**config.mk**
```make
export PLATFORM = sky130hd
export DESIGN_NAME = mem_arbiter_flat
export DESIGN_NICKNAME = d
export VERILOG_FILES = /design/src/rtl/mem_arbiter_if.sv /design/src/rtl/mem_arbiter.sv /design/src/flat_wrapper.sv
export SDC_FILE = /design/constraint.sdc
export NUM_CORES = 1
export LEC_CHECK = 0
export CAP_MARGIN = 15
export CORE_ASPECT_RATIO = 0.9
export CORE_MARGIN = 4
export CORE_UTILIZATION = 30
export DETAILED_ROUTE_END_ITERATION = 8
export GPL_ROUTABILITY_DRIVEN = 0
export GPL_TIMING_DRIVEN = 0
export HOLD_SLACK_MARGIN = 0.05
export PLACE_DENSITY = 0.74
export SYNTH_ARGS = -nofsm -noshare
export SYNTH_HDL_FRONTEND = slang
export SYNTH_SLANG_ARGS = --single-unit
```
**constraint.sdc**
```tcl
create_clock -name clk -period 1.27 [get_ports clk]
set_clock_uncertainty 0.15 [all_clocks]
set_input_delay 0.1905 -clock clk [delete_from_list [all_inputs] [get_ports clk]]
set_output_delay 0.1905 -clock clk [all_outputs]
set_load 0.05 [all_outputs]
```
**src/rtl/mem_arbiter_if.sv**
```systemverilog
// Two-port memory arbiter bus: requester handshakes plus the single memory port.
interface mem_arbiter_if;
    logic       req0;
    logic       req1;
    logic       we0;
    logic       we1;
    logic [7:0] addr0;
    logic [7:0] addr1;
    logic [7:0] wdata0;
    logic [7:0] wdata1;
    logic       gnt0;
    logic       gnt1;
    logic       rvalid0;
    logic       rvalid1;
    logic [7:0] rdata;
    logic       mem_en;
    logic       mem_we;
    logic [7:0] mem_addr;
    logic [7:0] mem_wdata;
    logic [7:0] mem_rdata;
    logic       busy;

    // Arbiter side
    modport slave (
        input  req0, req1, we0, we1, addr0, addr1, wdata0, wdata1, mem_rdata,
        output gnt0, gnt1, rvalid0, rvalid1, rdata,
        output mem_en, mem_we, mem_addr, mem_wdata, busy
    );

    // Requesters and memory side
    modport master (
        output req0, req1, we0, we1, addr0, addr1, wdata0, wdata1, mem_rdata,
        input  gnt0, gnt1, rvalid0, rvalid1, rdata,
        input  mem_en, mem_we, mem_addr, mem_wdata, busy
    );
endinterface

```
**src/rtl/mem_arbiter.sv**
```systemverilog
// Two-port memory arbiter: round-robin or fixed-priority selection, one command
// in flight, IDLE -> ACCESS (one cycle) -> RESP (reads only) -> IDLE.
module mem_arbiter #(
    parameter bit RR = 1'b1
) (
    input  logic          clk,
    input  logic          rst_n,
    mem_arbiter_if.slave  bus
);

    typedef enum logic [1:0] {
        IDLE   = 2'd0,
        ACCESS = 2'd1,
        RESP   = 2'd2
    } state_t;

    state_t     state_r;
    state_t     nxt_state_s;
    logic       load_s;
    logic       win_s;
    logic       sel_we_s;
    logic [7:0] sel_addr_s;
    logic [7:0] sel_wdata_s;
    logic       last_r;
    logic       winner_r;
    logic       cmd_we_r;
    logic [7:0] cmd_addr_r;
    logic [7:0] cmd_wdata_r;

    // Pick the winning port and mux its command fields
    always_comb begin
        win_s = 1'b0;
        if (RR) begin
            if (bus.req0 && bus.req1) begin
                win_s = ~last_r;
            end else if (bus.req1) begin
                win_s = 1'b1;
            end else begin
                win_s = 1'b0;
            end
        end else begin
            if (bus.req0) begin
                win_s = 1'b0;
            end else if (bus.req1) begin
                win_s = 1'b1;
            end else begin
                win_s = 1'b0;
            end
        end
        if (win_s) begin
            sel_we_s    = bus.we1;
            sel_addr_s  = bus.addr1;
            sel_wdata_s = bus.wdata1;
        end else begin
            sel_we_s    = bus.we0;
            sel_addr_s  = bus.addr0;
            sel_wdata_s = bus.wdata0;
        end
    end

    // Next-state logic; load_s marks the IDLE->ACCESS command capture
    always_comb begin
        nxt_state_s = state_r;
        load_s      = 1'b0;
        case (state_r)
            IDLE: begin
                if (bus.req0 || bus.req1) begin
                    nxt_state_s = ACCESS;
                    load_s      = 1'b1;
                end else begin
                    nxt_state_s = IDLE;
                end
            end
            ACCESS: begin
                if (cmd_we_r) begin
                    nxt_state_s = IDLE;
                end else begin
                    nxt_state_s = RESP;
                end
            end
            RESP:    nxt_state_s = IDLE;
            default: nxt_state_s = IDLE;
        endcase
    end

    // State register
    always_ff @(posedge clk or negedge rst_n) begin
        if (!rst_n) begin
            state_r <= IDLE;
        end else begin
            state_r <= nxt_state_s;
        end
    end

    // Command registers and last-grant pointer, captured when a request is accepted
    always_ff @(posedge clk or negedge rst_n) begin
        if (!rst_n) begin
            last_r      <= 1'b1;
            winner_r    <= 1'b0;
            cmd_we_r    <= 1'b0;
            cmd_addr_r  <= 8'h00;
            cmd_wdata_r <= 8'h00;
        end else if (load_s) begin
            last_r      <= win_s;
            winner_r    <= win_s;
            cmd_we_r    <= sel_we_s;
            cmd_addr_r  <= sel_addr_s;
            cmd_wdata_r <= sel_wdata_s;
        end
    end

    // Registered outputs, computed one cycle ahead so they line up with the state
    always_ff @(posedge clk or negedge rst_n) begin
        if (!rst_n) begin
            bus.gnt0      <= 1'b0;
            bus.gnt1      <= 1'b0;
            bus.mem_en    <= 1'b0;
            bus.mem_we    <= 1'b0;
            bus.mem_addr  <= 8'h00;
            bus.mem_wdata <= 8'h00;
            bus.rvalid0   <= 1'b0;
            bus.rvalid1   <= 1'b0;
            bus.busy      <= 1'b0;
        end else begin
            bus.gnt0      <= load_s & ~win_s;
            bus.gnt1      <= load_s & win_s;
            bus.mem_en    <= load_s;
            bus.mem_we    <= load_s & sel_we_s;
            bus.mem_addr  <= load_s ? sel_addr_s : 8'h00;
            bus.mem_wdata <= load_s ? sel_wdata_s : 8'h00;
            bus.rvalid0   <= (state_r == ACCESS) & ~cmd_we_r & ~winner_r;
            bus.rvalid1   <= (state_r == ACCESS) & ~cmd_we_r & winner_r;
            bus.busy      <= (nxt_state_s != IDLE);
        end
    end

    // Memory read data arrives during RESP, so it is passed straight through
    assign bus.rdata = (bus.rvalid0 | bus.rvalid1) ? bus.mem_rdata : 8'h00;

endmodule

```
**src/flat_wrapper.sv**
```systemverilog
// flat-port wrapper written by rule: the top's interface ports become plain ports
module mem_arbiter_flat 
#(
    parameter bit RR = 1'b1
)
  (clk, rst_n, bus_req0, bus_req1, bus_we0, bus_we1, bus_addr0, bus_addr1, bus_wdata0, bus_wdata1, bus_mem_rdata, bus_gnt0, bus_gnt1, bus_rvalid0, bus_rvalid1, bus_rdata, bus_mem_en, bus_mem_we, bus_mem_addr, bus_mem_wdata, bus_busy);
  mem_arbiter_if bus_i ();
  input  logic clk;
  input  logic rst_n;
  input wire logic [$bits(bus_i.req0)-1:0] bus_req0;
  input wire logic [$bits(bus_i.req1)-1:0] bus_req1;
  input wire logic [$bits(bus_i.we0)-1:0] bus_we0;
  input wire logic [$bits(bus_i.we1)-1:0] bus_we1;
  input wire logic [$bits(bus_i.addr0)-1:0] bus_addr0;
  input wire logic [$bits(bus_i.addr1)-1:0] bus_addr1;
  input wire logic [$bits(bus_i.wdata0)-1:0] bus_wdata0;
  input wire logic [$bits(bus_i.wdata1)-1:0] bus_wdata1;
  input wire logic [$bits(bus_i.mem_rdata)-1:0] bus_mem_rdata;
  output wire logic [$bits(bus_i.gnt0)-1:0] bus_gnt0;
  output wire logic [$bits(bus_i.gnt1)-1:0] bus_gnt1;
  output wire logic [$bits(bus_i.rvalid0)-1:0] bus_rvalid0;
  output wire logic [$bits(bus_i.rvalid1)-1:0] bus_rvalid1;
  output wire logic [$bits(bus_i.rdata)-1:0] bus_rdata;
  output wire logic [$bits(bus_i.mem_en)-1:0] bus_mem_en;
  output wire logic [$bits(bus_i.mem_we)-1:0] bus_mem_we;
  output wire logic [$bits(bus_i.mem_addr)-1:0] bus_mem_addr;
  output wire logic [$bits(bus_i.mem_wdata)-1:0] bus_mem_wdata;
  output wire logic [$bits(bus_i.busy)-1:0] bus_busy;
  assign bus_i.req0 = bus_req0;
  assign bus_i.req1 = bus_req1;
  assign bus_i.we0 = bus_we0;
  assign bus_i.we1 = bus_we1;
  assign bus_i.addr0 = bus_addr0;
  assign bus_i.addr1 = bus_addr1;
  assign bus_i.wdata0 = bus_wdata0;
  assign bus_i.wdata1 = bus_wdata1;
  assign bus_i.mem_rdata = bus_mem_rdata;
  assign bus_gnt0 = bus_i.gnt0;
  assign bus_gnt1 = bus_i.gnt1;
  assign bus_rvalid0 = bus_i.rvalid0;
  assign bus_rvalid1 = bus_i.rvalid1;
  assign bus_rdata = bus_i.rdata;
  assign bus_mem_en = bus_i.mem_en;
  assign bus_mem_we = bus_i.mem_we;
  assign bus_mem_addr = bus_i.mem_addr;
  assign bus_mem_wdata = bus_i.mem_wdata;
  assign bus_busy = bus_i.busy;
  mem_arbiter #(.RR(RR)) u_core (.clk(clk), .rst_n(rst_n), .bus(bus_i));
endmodule
```
==> impl_metrics.tcl, run 1 <==
set metrics [dict create \
    status "complete, but fails checks" \
    violations "negative setup slack" \
    critical_path_buf_inv_count 2 \
    slowest_delay_ns 0.43 \
    crit_type "flop to primary output" \
    maxUsedRoutingLayer "met4" \
    rsz0062_at_grt "yes" \
    layout_common_cells "43 x clkdlybuf4s50_1, 23 x dfrtp_1, 20 x buf_2" \
    totalWireLength_um 3430 \
    finalCriticalPeriod_ns 1.51 \
    post_dp_cell_area_um2 1920 \
    grt_pass1_vias 993 \
    post-route-period-util_pct 119 \
    clock_latency_ns 0.27 \
    seq_area_um2 681 \
    min_path_type "input pin to async pin" \
    slew_headroom_pct 77.4 \
    critical_path_arrival_ns 1.17 \
    drv_slew 0 \
    place_inst 191 \
    die_y_um 63.2 \
    critPathRequiredTime_ns 0.93 \
    fill_cells 245 \
    fp-row-count 19 \
    cp_max_fo 8 \
    dr_wl_met2_um 1560 \
    antenna_found_initial 0 \
    grt-ovfl-total 0 \
    drt_iter0_drc 32 \
    io-pin-count 77 \
    dp_hpwl_um 2550 \
    numCtsBuffers 3 \
    fin_nets 208 \
    synthCells 73 \
    p_sw_mw 2.38 \
    multiInputGateArea_um2 388 \
    clockBufferDepth 2 \
    clkTransAtPathRegs_ns 0.08 \
    synth_nets 119 \
    diodes 0 \
    wire_per_inst_um 16.9 \
    drt-met1-wl_um 1460 \
    drive_gt1_share_pct 41.0 \
    instances_no_fill 203 \
    p_sw_share_pct 48.0 \
    dp_slack_ns -0.678 \
    setup_tns_ns -4.16 \
    grt_max_degree 28 \
    finalInstanceArea_um2 2010 \
    ys.warnings.count 0 \
    die_w_um 69.3 \
    pwr-share-clk_pct 9.7 \
    end_kind "primary output" \
    worst_pin_slew_ns 0.339 \
    synth.distinct_cells 19 \
    grt_pass1_wl_um 5490 \
    clock_sinks 27 \
    vias 956 \
    layout_commonest_cell "clkdlybuf4s50_1" \
    p_per_area_nw_per_um2 2480 \
    dieArea_um2 4380 \
    final-setup-viol-count 28 \
    port_buffers 76 \
    cap_violations 0 \
    final_util_pct 64.0 \
    drcViolationCount 0 \
    ir_drop_mv 1.14 \
    synth.cell_area_um2 1010 \
    hold_ws_ns 0.298 \
    syn2layout_area_growth_pct 97.8 \
    cts_tree "built" \
    seqPwrFrac_pct 27.0 \
    crit_chain "nor2_4, buf_12, nor2b_4, buf_8" \
    detail-route-antenna-nets 0 \
    cts_root_buf "clkbuf_8" \
    comb_power_share_pct 63.3 \
    final.setup.worst_slack_ns -0.245 \
    cp-start-kind "flop" \
    route.met3.wl_um 347 \
    yosysSeqAreaShare_pct 66.7 \
    totalPowerFinal_mw 4.97 \
    cp_slowest_cell "dfrtp_2" \
    grt_usage_pct 15.9 \
    cellLeakagePower_nw 0.995 \
    hold_viol_final 0 \
    start_util_pct 32.3 \
    htreeDepth 1 \
    vias_per_cell 4.71 \
    drt_first_pass_iters 4 \
    syn_avg_cell_area_um2 13.9 \
    synth-seq-cells 27 \
    cp_top_family "flip-flops" \
    max_freq_mhz 660 \
    core_um2 3140 \
    p_int_mw 2.58 \
]
## registers in the layout (all words and copies together) (netlist names)
name and count:
u_core.bus.mem_addr 8, u_core.bus.gnt0 1, u_core.bus.busy 1, u_core.cmd_we_r 1, u_core.last_r 1, u_core.bus.gnt1 1, u_core.bus.rvalid1 1, u_core.bus.mem_we 1
u_core.bus.mem_wdata 8, u_core.winner_r 1, u_core.state_r 2, u_core.bus.rvalid0 1
## layout make-up
type	count	share of cell area [%]
repair buffers	86	40.3
flip-flops and latches	27	33.9
multi-input cells	40	19.3
well taps	42	2.62
clock buffers	3	2.06
plain buffers	2	1.12
inverters	2	0.374
clock inverters	1	0.249
## cells in the mapped netlist, drive strengths merged
cell type / count / area [µm²]
a21o: 3 / 22.5
a221o: 1 / 10.0
a22o: 16 / 140
and2: 1 / 6.26
and3: 2 / 17.5
and4: 1 / 8.76
buf: 4 / 36.3
dfrtp: 26 / 651
dfstp: 1 / 26.3
inv: 2 / 7.51
nand2: 2 / 7.51
nand2b: 1 / 6.26
nor2: 3 / 11.3
nor2b: 8 / 50.1
o21ai: 1 / 5.00
or3b: 1 / 8.76
## per-layer routing
| layer | vias to the layer above | GRT usage, % |
|---|---|---|
| li1 | 435 | - |
| met4 | 0 | 5.12 |
| met1 | 453 | 20.2 |
| met2 | 63 | 25.6 |
| met3 | 5 | 5.25 |
| met5 | - | 0 |
## power groups by stage
stage | Clock, mW | Sequential [mW] | Combinational [mW]
2_1_floorplan | 0 | 2.27 | 1.10
3_3_place_gp | 0 | 1.35 | 3.00
3_5_place_dp | 0 | 1.37 | 3.03
4_1_cts | 0.484 | 1.34 | 3.19
5_1_grt | 0.533 | 1.39 | 3.28
6_report | 0.480 | 1.34 | 3.14
## cells by family (layout without fill, tap and decap cells)
kind of cell	count (synthesis)	after routing	synth area share, %
compound gates	21	21	17.5
simple gates	19	19	11.5
flops	27	27	66.7
buf+inv	6	94	4.32
## worst register-to-register path: cells and delay by family (launching register included)
family | cells | cell delay [ns]
DFF | 1 | 0.55
buffers and inverters | 2 | 0.20
and+or+nand+nor | 2 | 0.36
AOI/OAI and AO/OA | 1 | 0.14
## worst paths after layout
| path | end | slack, ns | startpoint | depth (start not counted) |
|---|---|---|---|---|
| min reg2reg | u_core.bus.rvalid0 | 0.32 | u_core.winner_r | 1 |
| max | bus_rdata[5] | -0.24 | u_core.bus.rvalid0 | 4 |
| min | u_core.state_r[1] | 0.30 | rst_n | 2 |
| min in group clk | u_core.state_r[0] | 0.30 | bus_req1 | 3 |
| max reg2reg | u_core.bus.mem_wdata[3] | -0.20 | u_core.last_r | 5 |
| max in group asynchronous | u_core.last_r | 0.18 | rst_n | 3 |
## what timing repair did
item | in CTS | in global routing
hold buffers | 0 | 1
endpoints found under the setup margin | 78 | 32
resized for setup | 184 | 6
endpoints found under the hold margin | 0 | 5
pin swaps | 4 | 4
buffers inserted | 6 | 0
gates cloned | 3 | 0
Note: power is estimated with default switching activity, not from simulation.
==> run 2, diff against run 1 <==
- HOLD_SLACK_MARGIN: 0.05 -> default
==> results of run 2 <==
The final DEF is identical to that of run 1; final timing and power are the same.
